[src/rtl/digit_scan_if.sv]
// digit_scan_if: digit bus, hold control and segment/frame outputs of the digit scanner.
interface digit_scan_if #(
   parameter int NDIG = 12
);
   logic [5*NDIG-1:0] i_digits;
   logic              i_hold;
   logic [7:0]        o_seg;
   logic              o_frame;
   modport master (output i_digits, i_hold, input o_seg, o_frame);
   modport slave (input i_digits, i_hold, output o_seg, o_frame);
endinterface

[src/rtl/digit_scan.sv]
// digit_scan: scans a snapshot of Johnson-coded digits onto one 7-segment display, MSD first, then a blank gap.
// Define DIGIT_SCAN_LZB_EN to blank leading zeros.
module digit_scan #(
   parameter int NDIG  = 12,
   parameter int DWELL = 1000,
   parameter int GAP   = 2000
) (
   input logic         i_clk,
   input logic         i_rst,
   digit_scan_if.slave bus
);
   localparam int CW = $clog2(DWELL > GAP ? DWELL : GAP);
   localparam int IW = $clog2(NDIG);
   localparam logic [CW-1:0] GAP_END   = CW'(GAP - 1);
   localparam logic [CW-1:0] DWELL_END = CW'(DWELL - 1);
   localparam logic [IW-1:0] IDX_TOP   = IW'(NDIG - 1);
   typedef enum logic {S_GAP, S_SHOW} state_t;
   state_t            state_q;
   logic [CW-1:0]     cnt_q;
   logic [IW-1:0]     idx_q;
   logic [5*NDIG-1:0] shadow_q;
   logic [7:0]        seg_q;
   logic              frame_q;
   logic [4:0]        dig;
   logic [7:0]        code;
   logic [7:0]        seg_d;
   logic              dp;
   logic              blank;
   function automatic logic [7:0] decode(input logic [4:0] c);
      case (c)
         5'b00000: decode = 8'h3F;
         5'b00001: decode = 8'h06;
         5'b00011: decode = 8'h5B;
         5'b00111: decode = 8'h4F;
         5'b01111: decode = 8'h66;
         5'b11111: decode = 8'h6D;
         5'b11110: decode = 8'h7D;
         5'b11100: decode = 8'h07;
         5'b11000: decode = 8'h7F;
         5'b10000: decode = 8'h6F;
         default:  decode = 8'h40;
      endcase
   endfunction
`ifdef DIGIT_SCAN_LZB_EN
   logic [NDIG-1:0] show_q;
   logic [NDIG-1:0] show_d;
   logic            run;
   // A digit is shown once any digit at or above it is nonzero; invalid codes count as nonzero.
   always_comb begin
      show_d = '0;
      run = 1'b0;
      for (int k = NDIG - 1; k >= 0; k--) begin
         run = run | (bus.i_digits[5*k +: 5] != 5'd0);
         show_d[k] = run | (k == 0);
      end
   end
   assign blank = !show_q[idx_q];
`else
   assign blank = 1'b0;
`endif
   always_comb begin
      dig   = shadow_q[5*idx_q +: 5];
      code  = decode(dig);
      dp    = (idx_q == IW'(3)) || (idx_q == IW'(6)) || (idx_q == IW'(9));
      seg_d = blank ? 8'h00 : (code == 8'h40) ? 8'h40 : (code | {dp, 7'b0});
   end
   always_ff @(posedge i_clk or negedge i_rst) begin
      if (!i_rst) begin
         state_q  <= S_GAP;
         cnt_q    <= '0;
         idx_q    <= IDX_TOP;
         shadow_q <= '0;
         seg_q    <= 8'h00;
         frame_q  <= 1'b0;
`ifdef DIGIT_SCAN_LZB_EN
         show_q   <= '0;
`endif
      end else if (!bus.i_hold) begin
         frame_q <= 1'b0;
         seg_q   <= (state_q == S_SHOW) ? seg_d : 8'h00;
         case (state_q)
            S_GAP:
               if (cnt_q == GAP_END) begin
                  shadow_q <= bus.i_digits;
`ifdef DIGIT_SCAN_LZB_EN
                  show_q   <= show_d;
`endif
                  idx_q    <= IDX_TOP;
                  cnt_q    <= '0;
                  state_q  <= S_SHOW;
                  frame_q  <= 1'b1;
               end else begin
                  cnt_q <= cnt_q + 1'b1;
               end
            S_SHOW:
               if (cnt_q == DWELL_END) begin
                  cnt_q <= '0;
                  if (idx_q == '0) state_q <= S_GAP;
                  else idx_q <= idx_q - 1'b1;
               end else begin
                  cnt_q <= cnt_q + 1'b1;
               end
            default: state_q <= S_GAP;
         endcase
      end else begin
         frame_q <= 1'b0;
      end
   end
   assign bus.o_seg   = seg_q;
   assign bus.o_frame = frame_q;
endmodule

[src/flat_wrapper.sv]
// flat-port wrapper written by rule: the top's interface ports become plain ports
module digit_scan_flat 
#(
   parameter int NDIG  = 12,
   parameter int DWELL = 1000,
   parameter int GAP   = 2000
)
  (i_clk, i_rst, bus_i_digits, bus_i_hold, bus_o_seg, bus_o_frame);
  digit_scan_if #(.NDIG(NDIG)) bus_i ();
  input logic i_clk;
  input logic i_rst;
  input wire logic [$bits(bus_i.i_digits)-1:0] bus_i_digits;
  input wire logic [$bits(bus_i.i_hold)-1:0] bus_i_hold;
  output wire logic [$bits(bus_i.o_seg)-1:0] bus_o_seg;
  output wire logic [$bits(bus_i.o_frame)-1:0] bus_o_frame;
  assign bus_i.i_digits = bus_i_digits;
  assign bus_i.i_hold = bus_i_hold;
  assign bus_o_seg = bus_i.o_seg;
  assign bus_o_frame = bus_i.o_frame;
  digit_scan #(.NDIG(NDIG), .DWELL(DWELL), .GAP(GAP)) u_core (.i_clk(i_clk), .i_rst(i_rst), .bus(bus_i));
endmodule
[config.mk]
export PLATFORM = sky130hd
export DESIGN_NAME = digit_scan_flat
export DESIGN_NICKNAME = d
export VERILOG_FILES = /design/src/rtl/digit_scan_if.sv /design/src/rtl/digit_scan.sv /design/src/flat_wrapper.sv
export SDC_FILE = /design/constraint.sdc
export NUM_CORES = 1
export LEC_CHECK = 0
export CORE_UTILIZATION = 48
export DETAILED_ROUTE_END_ITERATION = 16
export MAX_ROUTING_LAYER = met4
export PLACE_DENSITY = 0.74
export SLEW_MARGIN = 20
export SYNTH_ARGS = -nofsm -noshare
export SYNTH_HDL_FRONTEND = slang
export SYNTH_SLANG_ARGS = --single-unit
[constraint.sdc]
create_clock -name i_clk -period 3.33 [get_ports i_clk]
set_clock_uncertainty 0.2 [all_clocks]
set_input_delay 0.333 -clock i_clk [delete_from_list [all_inputs] [get_ports i_clk]]
set_output_delay 0.333 -clock i_clk [all_outputs]
set_load 0.005 [all_outputs]
Word level (Yosys, flattened, before mapping)
Memory sizes are Yosys's and may differ from the RTL's.
Cells that the tools add are included.
- input bits: 63
- register bits after elaboration: 85
- ROM bits: 224
- word-level logic and storage cells: 43
- memories kept: 1
- output and inout port bits: 9
- add/sub/neg operators: 2
- reductions and logical operators: 5
- $mul: 1
- mux-type cells: 15
- shift operators: 1
- bitwise operators: 3
- eq/ne operators: 9
- memory list (name ; depth ; width ; read ports ; clocked after memory_dff ; write ports ; RTL line ; text):
    (no name shown) ; 32 ; 7 ; 1 ; 0 ; 0 ; digit_scan.sv:30 ; case (c)
- operators by type and width (operator ; number):
    $shiftx 60x8->5 ; 1
    $mux 11 ; 2
    $pmux 11 s2 ; 1
    $mux 8 ; 2
    $mux 4 ; 3
    $add 11x1->11 const B ; 1
    $eq 11x10->1 const B ; 1
    $eq 11x11->1 const B ; 1
    $eq 8x7->1 const B ; 1
    $or 8x8->8 ; 1
    $pmux 4 s2 ; 1
    $mul 3x4->7 const A ; 1
    $mux 1 ; 5
    $eq 4x2->1 const B ; 1
    $eq 4x3->1 const B ; 1
    $eq 4x4->1 const B ; 1
    $logic_not 4->1 ; 1
    $ne 2x2->1 const B ; 2
    $reduce_and 4->1 ; 1
    $sub 4x1->4 const B ; 1
    $reduce_and 3->1 ; 1
    $logic_or 1x1->1 ; 2
    $ne 2x1->1 const B ; 1
    $not 1->1 ; 2
    $pmux 1 s2 ; 1

Longest topological paths before layout
Gate-level depths: netlist of the first run.
- word-level depth: 6
- gate-level depth with buffers: 13
- gate-level depth less buffers: 11

Worst setup path after synthesis of the first run
Ideal clock, no wire load.
- path type: reg-to-reg
- start: reg u_core.idx_q[0]
- end: reg u_core.seg_q[7] (netlist: u_core.bus.o_seg[7])
- clock period less this slack: 3247 ps
- setup time: 122 ps
- data arrival time: 2926 ps
- data required time: 3008 ps
- stages on the path, launching flop included: 13
- path buffers: 2
- slack: 83 ps
- path through: dfstp_2 buf_6 buf_6 mux4_2 mux2i_1 o22a_1 inv_1 ha_1 inv_1 nor2_1 o32ai_1 or4b_1 a32o_1
- word-level cells in the longest chain between the ends: 6
- elaborated cells on any way between the ends: 12
- classes of those cells: mul: 1; eq/ne: 4; shift: 1; mux: 2; bitwise: 1; reduce/logical: 2; memory: 1
- RTL lines (what ; RTL line ; text):
    start: declaration ; digit_scan.sv:20 ; logic [IW-1:0] idx_q;
    start signal: assignment ; digit_scan.sv:99 ; else idx_q <= idx_q - 1'b1;
    $mul 3x4->7 (tied with other cells) ; digit_scan.sv:62 ; dig = shadow_q[5*idx_q +: 5];
    $shiftx 60x8->5 / $logic_or 1x1->1 (equally long branches) ; digit_scan.sv:62, digit_scan.sv:64 ;
    $mem_v2 32x7 / $logic_or 1x1->1 (equally long branches) ; n/a ;
    $eq 8x7->1 / $or 8x8->8 (equally long branches) ; digit_scan.sv:65 ; seg_d = blank ? 8'h00 : (code == 8'h40) ? 8'h40 : (code | {dp, 7'b0});
    $mux 8 * ; digit_scan.sv:65 ;
    $mux 8 * ; digit_scan.sv:80 ; seg_q <= (state_q == S_SHOW) ? seg_d : 8'h00;
    end signal: assignment ; digit_scan.sv:80 ;
    end: declaration ; digit_scan.sv:22 ; logic [7:0] seg_q;
Mark *: on every way between the ends. The rest lies on a longest branch, timed or not.
A chain may end at the register's enable or synchronous reset.

Final worst setup path of the first run
Ends and elaborated chain as after synthesis.

==> reports/results.txt, run 1 <==
via count: 2946
core area: 0.00838 mm2
Die Area: 0.00925 mm2
post-DR wirelength/cell: 16.3 um
maxcap violations: 0
share of cells above drive strength 1: 0.308
worst vdd ir: 0.197 mV
Num CTS Buffers: 9
clock buffer depth: 2
Final Net Count: 491
worst-path cell chain: clkbuf_16 > buf_4 > mux4_1 > nand2_1 > nand3_2 > o211ai_1 > o311ai_2 > or4b_4 > a32o_1
Worst-Skew Late Latency: 0.36 ns
Area growth, synth to finish: 28.5%
synth top area cells: dfrtp_1 48%, mux2_2 16%, mux4_1 4.3%
most common cell in the netlist: dfrtp_1
Syn. warnings: 0
most common library cells after synthesis: 82 x dfrtp_1, 62 x mux2_2, 26 x nand2_1
Yosys reg bits: 85
DP Worst Slack: 0.100 ns
Mapped Area: 0.00426 mm2
# IOs: 72
met2 Use GR: 0.330
WP buf/inv: 2
largest net degree at the start of global routing: 86
router iterations before antenna repair: 4
Worst path top cell family by delay: simple AND/OR/NAND/NOR gates
Tot Pwr: 0.00225 W
Overflow after GRT: 0
port buffer count: 71
Die X: 96.2 um
DRT iter0 DRCs: 102
initial antenna violation count: 0
crit start category: flip-flop
period utilization: 0.964
Detail Route Antenna Nets: 0
DRT Wirelength: 8570 um
Root Driver: clkbuf_8
Post-Syn Area per Cell: 12.8 um2
CTS H-tree depth: 3
Placement Cell Area: 0.00508 mm2
Initial Utilization: 0.508
Post-Syn Nets: 406
Period minus WS final: 3.21 ns
PnR worst setup slack: 0.118 ns
first-pass GRT wire length: 13900 um
Routability Congestion: 0.858
Final Util: 0.653
Vert. Die Dim: 96.2 um
Finished Cell Area: 0.00547 mm2
Post-synth EDFFs: 0
CTS tree: yes
CP max stage cell: dfstp_2
Crit path largest cell delay: 0.68 ns
endpoint class of the critical path: flip-flop
post-synth top area share: 0.482
distinct cell type count after synthesis: 54
Slew @ Worst Pin: 0.758 ns
DRC: 0
met1 usage: 0.275
Setup TNS Final: 0 ns
met3 usage: 0.0403
Primary FF master, synth: dfrtp_1
worst-path fanout max: 7
fin. max-slew vios: 0
Hold Path Class: reg -> reg
clk sinks: 85
Fin. Hold Viols: 0
Total GRT Usage: 0.208
P per Cell Area: 412 mW/mm2
status: complete, no violations
f_max: 0.311 GHz
num rows: 33
Syn Inst Count: 332
via/cell ratio: 5.59
LEAKAGE: 2.35 nW
vias in the first global route: 2905
# diodes: 0
ys async rst share: 1.00
Reg clk slew, reported paths: 0.09 ns
Synth area leader: dfrtp_1
final setup fails: 0
WS Path Type: reg -> reg
Critical Path RT: 3.38 ns
crit path DAT: 3.26 ns
Top Usage Layer GRT: met2
Rel. slew slack: 0.495
post-synthesis sequential area ratio: 0.500
Detailed Place HPWL: 6050 um
[where the power goes]
part / leakage (nW) / switching, W / internal [W] / total, W
Sequential: 1.10 / 0.0000748 / 0.00110 / 0.00118
Combinational: 1.14 / 0.000117 / 0.000177 / 0.000295
Clock: 0.110 / 0.000398 / 0.000382 / 0.000780
[final cells by class]
| type | instances | area [um2] |
|---|---|---|
| clock buffers | 10 | 138 |
| clock inverters | 6 | 76.3 |
| fillers | 630 | 2910 |
| inverters | 10 | 37.5 |
| multi-input cells | 220 | 2040 |
| flip-flops and latches | 85 | 2130 |
| well taps | 105 | 131 |
| repair buffers | 91 | 915 |
[registers in the layout (all words and copies together), names as in the netlist]
| signal | cells |
|---|---|
| u_core.cnt_q | 11 |
| u_core.bus.o_seg | 8 |
| u_core.state_q | 1 |
| u_core.bus.o_frame | 1 |
| u_core.shadow_q | 60 |
| u_core.idx_q | 4 |
[routing by layer]
metal	share of wire	wire [um]
met4	0.0099	85
met1	0.45	3870
met5	0	0
met3	0.040	343
met2	0.50	4270
[repair_timing]
item,CTS,global route
endpoints found under the hold margin,30,0
hold buffers,1,0
buffers inserted,0,10
endpoints found under the setup margin,0,1
gates resized for setup,0,20
[placed cells by master, fill, tap and decap left out, types with 4 or more instances in the layout]
cell type,instances
dfrtp_1,82
clkdlybuf4s50_1,70
mux2_2,62
nand2_1,25
nor2_1,14
buf_4,14
mux2i_1,12
o21ai_0,10
clkbuf_8,10
ha_1,9
inv_1,8
mux4_2,6
nor2b_1,5
a21oi_1,5
mux4_1,5
a31oi_1,5
a22o_1,4
xor2_1,4
[cells by family after synthesis]
family,share of synthesized area
muxes,0.256
buffers and inverters,0.0338
DFF,0.500
adders and majority gates,0.0323
xor gates and xnor gates,0.0103
AOI/OAI and AO/OA,0.0814
and+or+nand+nor,0.0855
[worst paths after layout]
check                      depth (start not counted)                start  slack (ns)             endpoint
min in group asynchronous                          2                i_rst        0.38      u_core.cnt_q[8]
hold reg to reg                                    2  u_core.bus.o_seg[2]        0.29  u_core.bus.o_seg[2]
setup reg to reg                                   9      u_core.idx_q[0]        0.12  u_core.bus.o_seg[7]
max in group asynchronous                          2                i_rst        2.03  u_core.shadow_q[41]
hold / removal                                     2  u_core.bus.o_seg[2]        0.29  u_core.bus.o_seg[2]
setup / recovery                                   9      u_core.idx_q[0]        0.12  u_core.bus.o_seg[7]
[worst register-to-register path, stage by stage, from the launching register on]
cell	delay (ns)
dfstp_2	0.68
clkbuf_16	0.20
buf_4	0.10
mux4_1	0.56
nand2_1	0.12
nand3_2	0.12
o211ai_1	0.23
o311ai_2	0.16
or4b_4	0.49
a32o_1	0.25
[stage by stage]
step	hold slack [ns]	cells
floorplan	-0.163	332
detailed placement	0.278	499
global route	0.320	527
CTS	0.301	516
finish	0.292	527
global placement	0.277	499
No activity file was read; power rests on OpenSTA's default activity.
==> run 2: changes to the inputs <==
--- a/config.mk
+++ b/config.mk
@@ -9,7 +9,6 @@
 export DETAILED_ROUTE_END_ITERATION = 16
 export MAX_ROUTING_LAYER = met4
 export PLACE_DENSITY = 0.74
-export SLEW_MARGIN = 20
 export SYNTH_ARGS = -nofsm -noshare
 export SYNTH_HDL_FRONTEND = slang
 export SYNTH_SLANG_ARGS = --single-unit
==> run 2 against run 1 <==
Critical path depth unchanged. Largest cell class unchanged. Sequential power is essentially flat. Worst hold slack is essentially flat. Utilization about the same. Wire length fell by 0.15%. Final cell count stayed put. Critical path type unchanged. First-iteration DRC count up 0.98%. Worst setup slack gained 0.0016 ns.
==> reports/results.txt, run 2 (synthesis results as in run 1) <==
commonest non-fill, non-tap cells in the layout: 82 x dfrtp_1, 70 x clkdlybuf4s50_1, 62 x mux2_2, 25 x nand2_1, 15 x buf_4
f_max: 0.312 GHz (about the same)
Overflow after GRT: 0 (unchanged)
Fin. Hold Viols: 0 (unchanged)
crit path from: u_core.idx_q[0]
DRT iter0 DRCs: 103 (+0.98%)
Worst path top cell family by delay: simple AND/OR/NAND/NOR gates
Hold Path Class: reg -> reg
post-DR wirelength/cell: 16.2 um (-0.15%)
Slew @ Worst Pin: 1.05 ns (+0.293 ns)
Initial Utilization: 0.508 (unchanged)
most common cell after layout, fill and taps aside: dfrtp_1
Largest register FFs: 60 (unchanged)
clk sinks: 85 (unchanged)
Crit path largest cell delay: 0.68 ns (about the same)
Num CTS Buffers: 9 (unchanged)
period utilization: 0.964 (about the same)
via count: 2952 (+0.20%)
Die Area: 0.00925 mm2 (unchanged)
crit start category: flip-flop
Detail Route Antenna Nets: 0 (unchanged)
port buffer count: 71 (unchanged)
share of cells above drive strength 1: 0.308 (unchanged)
Crit path depth: 9 (unchanged)
worst vdd ir: 0.197 mV (about the same)
Total GRT Usage: 0.208 (unchanged)
worst-path cell chain: clkbuf_16 > buf_4 > mux4_1 > nand2_1 > nand3_2 > o211ai_1 > o311ai_2 > or4b_4 > a32o_1
P per Cell Area: 412 mW/mm2 (about the same)
CTS H-tree depth: 3 (unchanged)
CTS tree: yes
WS Path Type: reg -> reg
core area: 0.00838 mm2 (unchanged)
Most flops, register: u_core.shadow_q
Worst Hold Slack: 0.292 ns (-0.0000190 ns)
CP max stage cell: dfstp_2
router iterations before antenna repair: 4 (unchanged)
Root Driver: clkbuf_8
Placement Cell Area: 0.00508 mm2 (unchanged)
maxcap violations: 0 (unchanged)
Critical Path RT: 3.38 ns (about the same)
FF-to-FF End: u_core.bus.o_seg[7]
LEAKAGE: 2.35 nW (about the same)
vias in the first global route: 2905 (unchanged)
clock buffer depth: 2 (unchanged)
Reg clk slew, reported paths: 0.09 ns (about the same)
Worst-Skew Late Latency: 0.36 ns (about the same)
R2R cell count: 9 (unchanged)
final setup fails: 0 (unchanged)
largest net degree at the start of global routing: 86 (unchanged)
first-pass GRT wire length: 13900 um (unchanged)
Area growth, synth to finish: 28.4% (about the same)
Finished Cell Area: 0.00547 mm2 (about the same)
WP buf/inv: 2 (unchanged)
worst-path fanout max: 7 (unchanged)
Setup TNS Final: 0 ns (unchanged)
DRC: 0 (unchanged)
Tot Pwr: 0.00225 W (about the same)
Vert. Die Dim: 96.2 um (unchanged)
endpoint class of the critical path: flip-flop
# IOs: 72 (unchanged)
reg-to-reg critical path startpoint: u_core.idx_q[0]
Period minus WS final: 3.21 ns (-0.00159 ns)
DRT Wirelength: 8560 um (-0.15%)
Final Net Count: 491 (unchanged)
Die X: 96.2 um (unchanged)
Worst setup endpoint: u_core.bus.o_seg[7]
via/cell ratio: 5.60 (+0.20%)
Detailed Place HPWL: 6050 um (unchanged)
initial antenna violation count: 0 (unchanged)
R2R Setup Slk: 0.12 ns (about the same)
Routability Congestion: 0.858 (unchanged)
status: complete, no violations
Rel. slew slack: 0.300 (-0.195)
crit path DAT: 3.26 ns (about the same)
# diodes: 0 (unchanged)
fin. max-slew vios: 0 (unchanged)
num rows: 33 (unchanged)
-- run 2: worst min path at each step --
stage	from	endpoint	slack, ns	cells after the start
CTS	u_core.bus.o_seg[2]	u_core.bus.o_seg[2]	0.30	2
global route	u_core.shadow_q[16]	u_core.shadow_q[16]	0.32	1
detailed placement	u_core.bus.o_seg[2]	u_core.bus.o_seg[2]	0.28	2
floorplan	i_rst	u_core.bus.o_frame	-0.16	0
global placement	u_core.bus.o_seg[0]	u_core.bus.o_seg[0]	0.28	2
finish	u_core.bus.o_seg[2]	u_core.bus.o_seg[2]	0.29	2
-- run 2: worst min-delay path: cells and delay by family (launching register included) --
family,cells,cell delay (ns)
flops,1,0.35
simple gates,1,0.05
compound gates,1,0.06
-- run 2: metrics by stage --
stage | instances | utilization | setup slack (ns)
global route | 527 | 0.652 | -0.0132
finish | 527 | 0.652 | 0.120
floorplan | 332 | - | 0.0829
detailed placement | 499 | 0.607 | 0.100
global placement | 499 | 0.607 | 0.171
CTS | 516 | 0.633 | 0.0889
-- run 2: power by group --
group          switching [W]  leakage [nW]  internal, W
logic               0.000117          1.14     0.000177
clock network       0.000399         0.110     0.000382
registers          0.0000747          1.10      0.00110
-- run 2: metal layers --
metal	track usage	up-vias	routed length (um)
met5	-	-	0
met4	0.0522	0	112
met3	0.0403	13	346
met2	0.330	82	4270
met1	0.275	1467	3830
li1	-	1390	-
-- run 2: cell type report --
class	count	area, um2
Fill cell	630	2910
Clock buffer	10	138
Tap cell	105	131
Multi-Input combinational cell	220	2040
Timing Repair Buffer	91	911
Inverter	10	37.5
Sequential cell	85	2130
Clock inverter	6	76.3
-- run 2: what timing repair did --
action	in CTS	in global routing
endpoints found under the hold margin	30	0
hold buffers	1	0
gates resized for setup	0	20
setup buffers	0	10
setup endpoints to repair	0	1
==> run 3: changes to the inputs <==
--- a/config.mk
+++ b/config.mk
@@ -5,6 +5,7 @@
 export SDC_FILE = /design/constraint.sdc
 export NUM_CORES = 1
 export LEC_CHECK = 0
+export CORE_MARGIN = 10
 export CORE_UTILIZATION = 48
 export DETAILED_ROUTE_END_ITERATION = 16
 export MAX_ROUTING_LAYER = met4
==> constraint.sdc (replaced) <==
create_clock -name i_clk -period 3.33 [get_ports i_clk]
set_clock_uncertainty 0.2 [all_clocks]
set_input_delay 0.8325 -clock i_clk [delete_from_list [all_inputs] [get_ports i_clk]]
set_output_delay 0.8325 -clock i_clk [all_outputs]
set_load 0.005 [all_outputs]
==> run 3 against run 2 <==
Clock power shrank 2%. Critical path depth is the same. Via count shrank 1.1%. Combinational power grew 1%. Largest cell class unchanged. Largest power group unchanged.
==> reports/results.txt, run 3 (synthesis results as in run 1) <==
status: complete, no violations
crit start category: flip-flop
crit path from: u_core.idx_q[0]
LEAKAGE: 2.34 nW (-0.64%)
first-pass GRT wire length: 15300 um (+9.8%)
Setup TNS Final: 0 ns (unchanged)
Detailed Place HPWL: 6910 um (+14%)
Vert. Die Dim: 114 um (+19%)
WS Path Type: reg -> reg
Final Util: 0.631 (-0.0217)
Total GRT Usage: 0.147 (-0.0605)
period utilization: 0.962 (-0.00216)
Critical Path RT: 3.37 ns (about the same)
initial antenna violation count: 0 (unchanged)
Root Driver: clkbuf_8
share of cells above drive strength 1: 0.318 (+0.0102)
Slew @ Worst Pin: 0.626 ns (-0.425 ns)
Num CTS Buffers: 9 (unchanged)
Hold Path Class: in -> async
Placed Cells: 504 (+1.0%)
Reg clk slew, reported paths: 0.10 ns (about the same)
R2R cell count: 9 (unchanged)
core area: 0.00868 mm2 (+3.5%)
DRT iter0 DRCs: 141 (+37%)
DRT Wirelength: 9290 um (+8.6%)
clock buffer depth: 2 (unchanged)
num rows: 34 (+3.0%)
vias in the first global route: 3074 (+5.8%)
Worst-Skew Late Latency: 0.36 ns (about the same)
final setup fails: 0 (unchanged)
crit path DAT: 3.24 ns (-0.02 ns)
P per Cell Area: 409 mW/mm2 (-0.73%)
post-DR wirelength/cell: 17.6 um (+8.2%)
clk sinks: 85 (unchanged)
CTS H-tree depth: 3 (unchanged)
most common cell after layout, fill and taps aside: dfrtp_1
via/cell ratio: 5.52 (-1.4%)
Area growth, synth to finish: 28.5% (about the same)
DRC: 0 (unchanged)
Rel. slew slack: 0.582 (+0.282)
router iterations before antenna repair: 4 (unchanged)
PnR worst setup slack: 0.127 ns (+0.00720 ns)
DP Worst Slack: 0.0145 ns (-0.0859 ns)
worst-path fanout max: 7 (unchanged)
Fin. Hold Viols: 0 (unchanged)
# IOs: 72 (unchanged)
largest net degree at the start of global routing: 64 (-26%)
Final Net Count: 490 (-0.20%)
port buffer count: 71 (unchanged)
endpoint class of the critical path: flip-flop
Fill cells: 694 (+10%)
# diodes: 0 (unchanged)
Die Area: 0.0130 mm2 (+41%)
Crit path largest cell delay: 0.68 ns (about the same)
fin. max-slew vios: 0 (unchanged)
hold-fix buffer count after cts: 0 (-1)
worst-path cell chain: buf_12 > buf_4 > mux4_1 > nand2_1 > o21ai_4 > mux2i_1 > o32ai_2 > or4b_4 > a32o_1
maxcap violations: 0 (unchanged)
Die X: 114 um (+19%)
Worst Hold Slack: 0.232 ns (-0.0604 ns)
Period minus WS final: 3.20 ns (-0.00720 ns)
Most flops, register: u_core.shadow_q
Overflow after GRT: 0 (unchanged)
via count: 2921 (-1.1%)
commonest non-fill, non-tap cells in the layout: 82 x dfrtp_1, 70 x clkdlybuf4s50_1, 62 x mux2_2, 23 x nand2_1
Final Non-Filler Cells: 529 (+0.38%)
CP max stage cell: dfstp_2
reg-to-reg critical path startpoint: u_core.idx_q[0]
Largest register FFs: 60 (unchanged)
worst vdd ir: 0.219 mV (+11%)
CTS tree: yes
f_max: 0.312 GHz (+0.23%)
Initial Utilization: 0.491 (-0.0174)
Routability Congestion: 0.847 (-1.3%)
Detail Route Antenna Nets: 0 (unchanged)
## run 3: cell count changes in the layout (fill, tap and decap cells not counted), moves of 2 or more
cell / change
mux4_2: +2
nand2_2: +2
nand2_1: -2
clkinvlp_4: +2
mux4_1: -2
## run 3: worst paths after layout
| check | to | slack [ns] |
|---|---|---|
| max in group asynchronous | u_core.idx_q[0] | 2.01 |
| hold reg to reg | u_core.bus.o_seg[3] | 0.30 |
| min in group i_clk | u_core.bus.o_seg[3] | 0.30 |
| setup reg to reg | u_core.bus.o_seg[7] | 0.13 |
| hold / removal | u_core.shadow_q[17] | 0.23 |
| setup / recovery | u_core.bus.o_seg[7] | 0.13 |
## run 3: area by class of cell
type	count	area [um2]	share of cell area
Timing Repair Buffer	90	913	0.167
Inverter	10	37.5	0.00686
Clock inverter	6	67.6	0.0123
Sequential cell	85	2130	0.389
Tap cell	108	135	0.0247
Multi-Input combinational cell	220	2050	0.375
Clock buffer	10	138	0.0251
## run 3: metrics by stage
step           instance area, um2  power [W]
3_5_place_dp                 5120    0.00148
4_1_cts                      5330    0.00224
2_1_floorplan                4260    0.00133
5_1_grt                      5470    0.00234
3_3_place_gp                 5120    0.00147
6_report                     5470    0.00224
## run 3: what timing repair did
item                       CTS  global route
setup endpoints to repair    1             1
buffers inserted             1             8
resized for setup            0            25
pin swaps                    0             7
gates cloned                 0             1
## run 3: per-layer routing
| metal | up-vias | track usage | part of all wire |
|---|---|---|---|
| met4 | 0 | 0.0351 | 0.0077 |
| met3 | 7 | 0.0367 | 0.042 |
| met5 | - | - | 0 |
| met1 | 1469 | 0.188 | 0.46 |
| li1 | 1381 | - | - |
| met2 | 64 | 0.231 | 0.49 |
## run 3: where the power goes
group / switching (W) / internal [W] / leakage [nW]
logic: 0.000118 / 0.000180 / 1.14
registers: 0.0000743 / 0.00110 / 1.10
clock network: 0.000391 / 0.000371 / 0.0993
total: 0.000583 / 0.00166 / 2.34
## run 3: critical path: cells and delay by family, from the launching register on
kind	cells	cell delay, ns
buf+inv	2	0.28
compound gates	3	0.49
simple gates	2	0.68
flops	1	0.68
mux	2	0.76
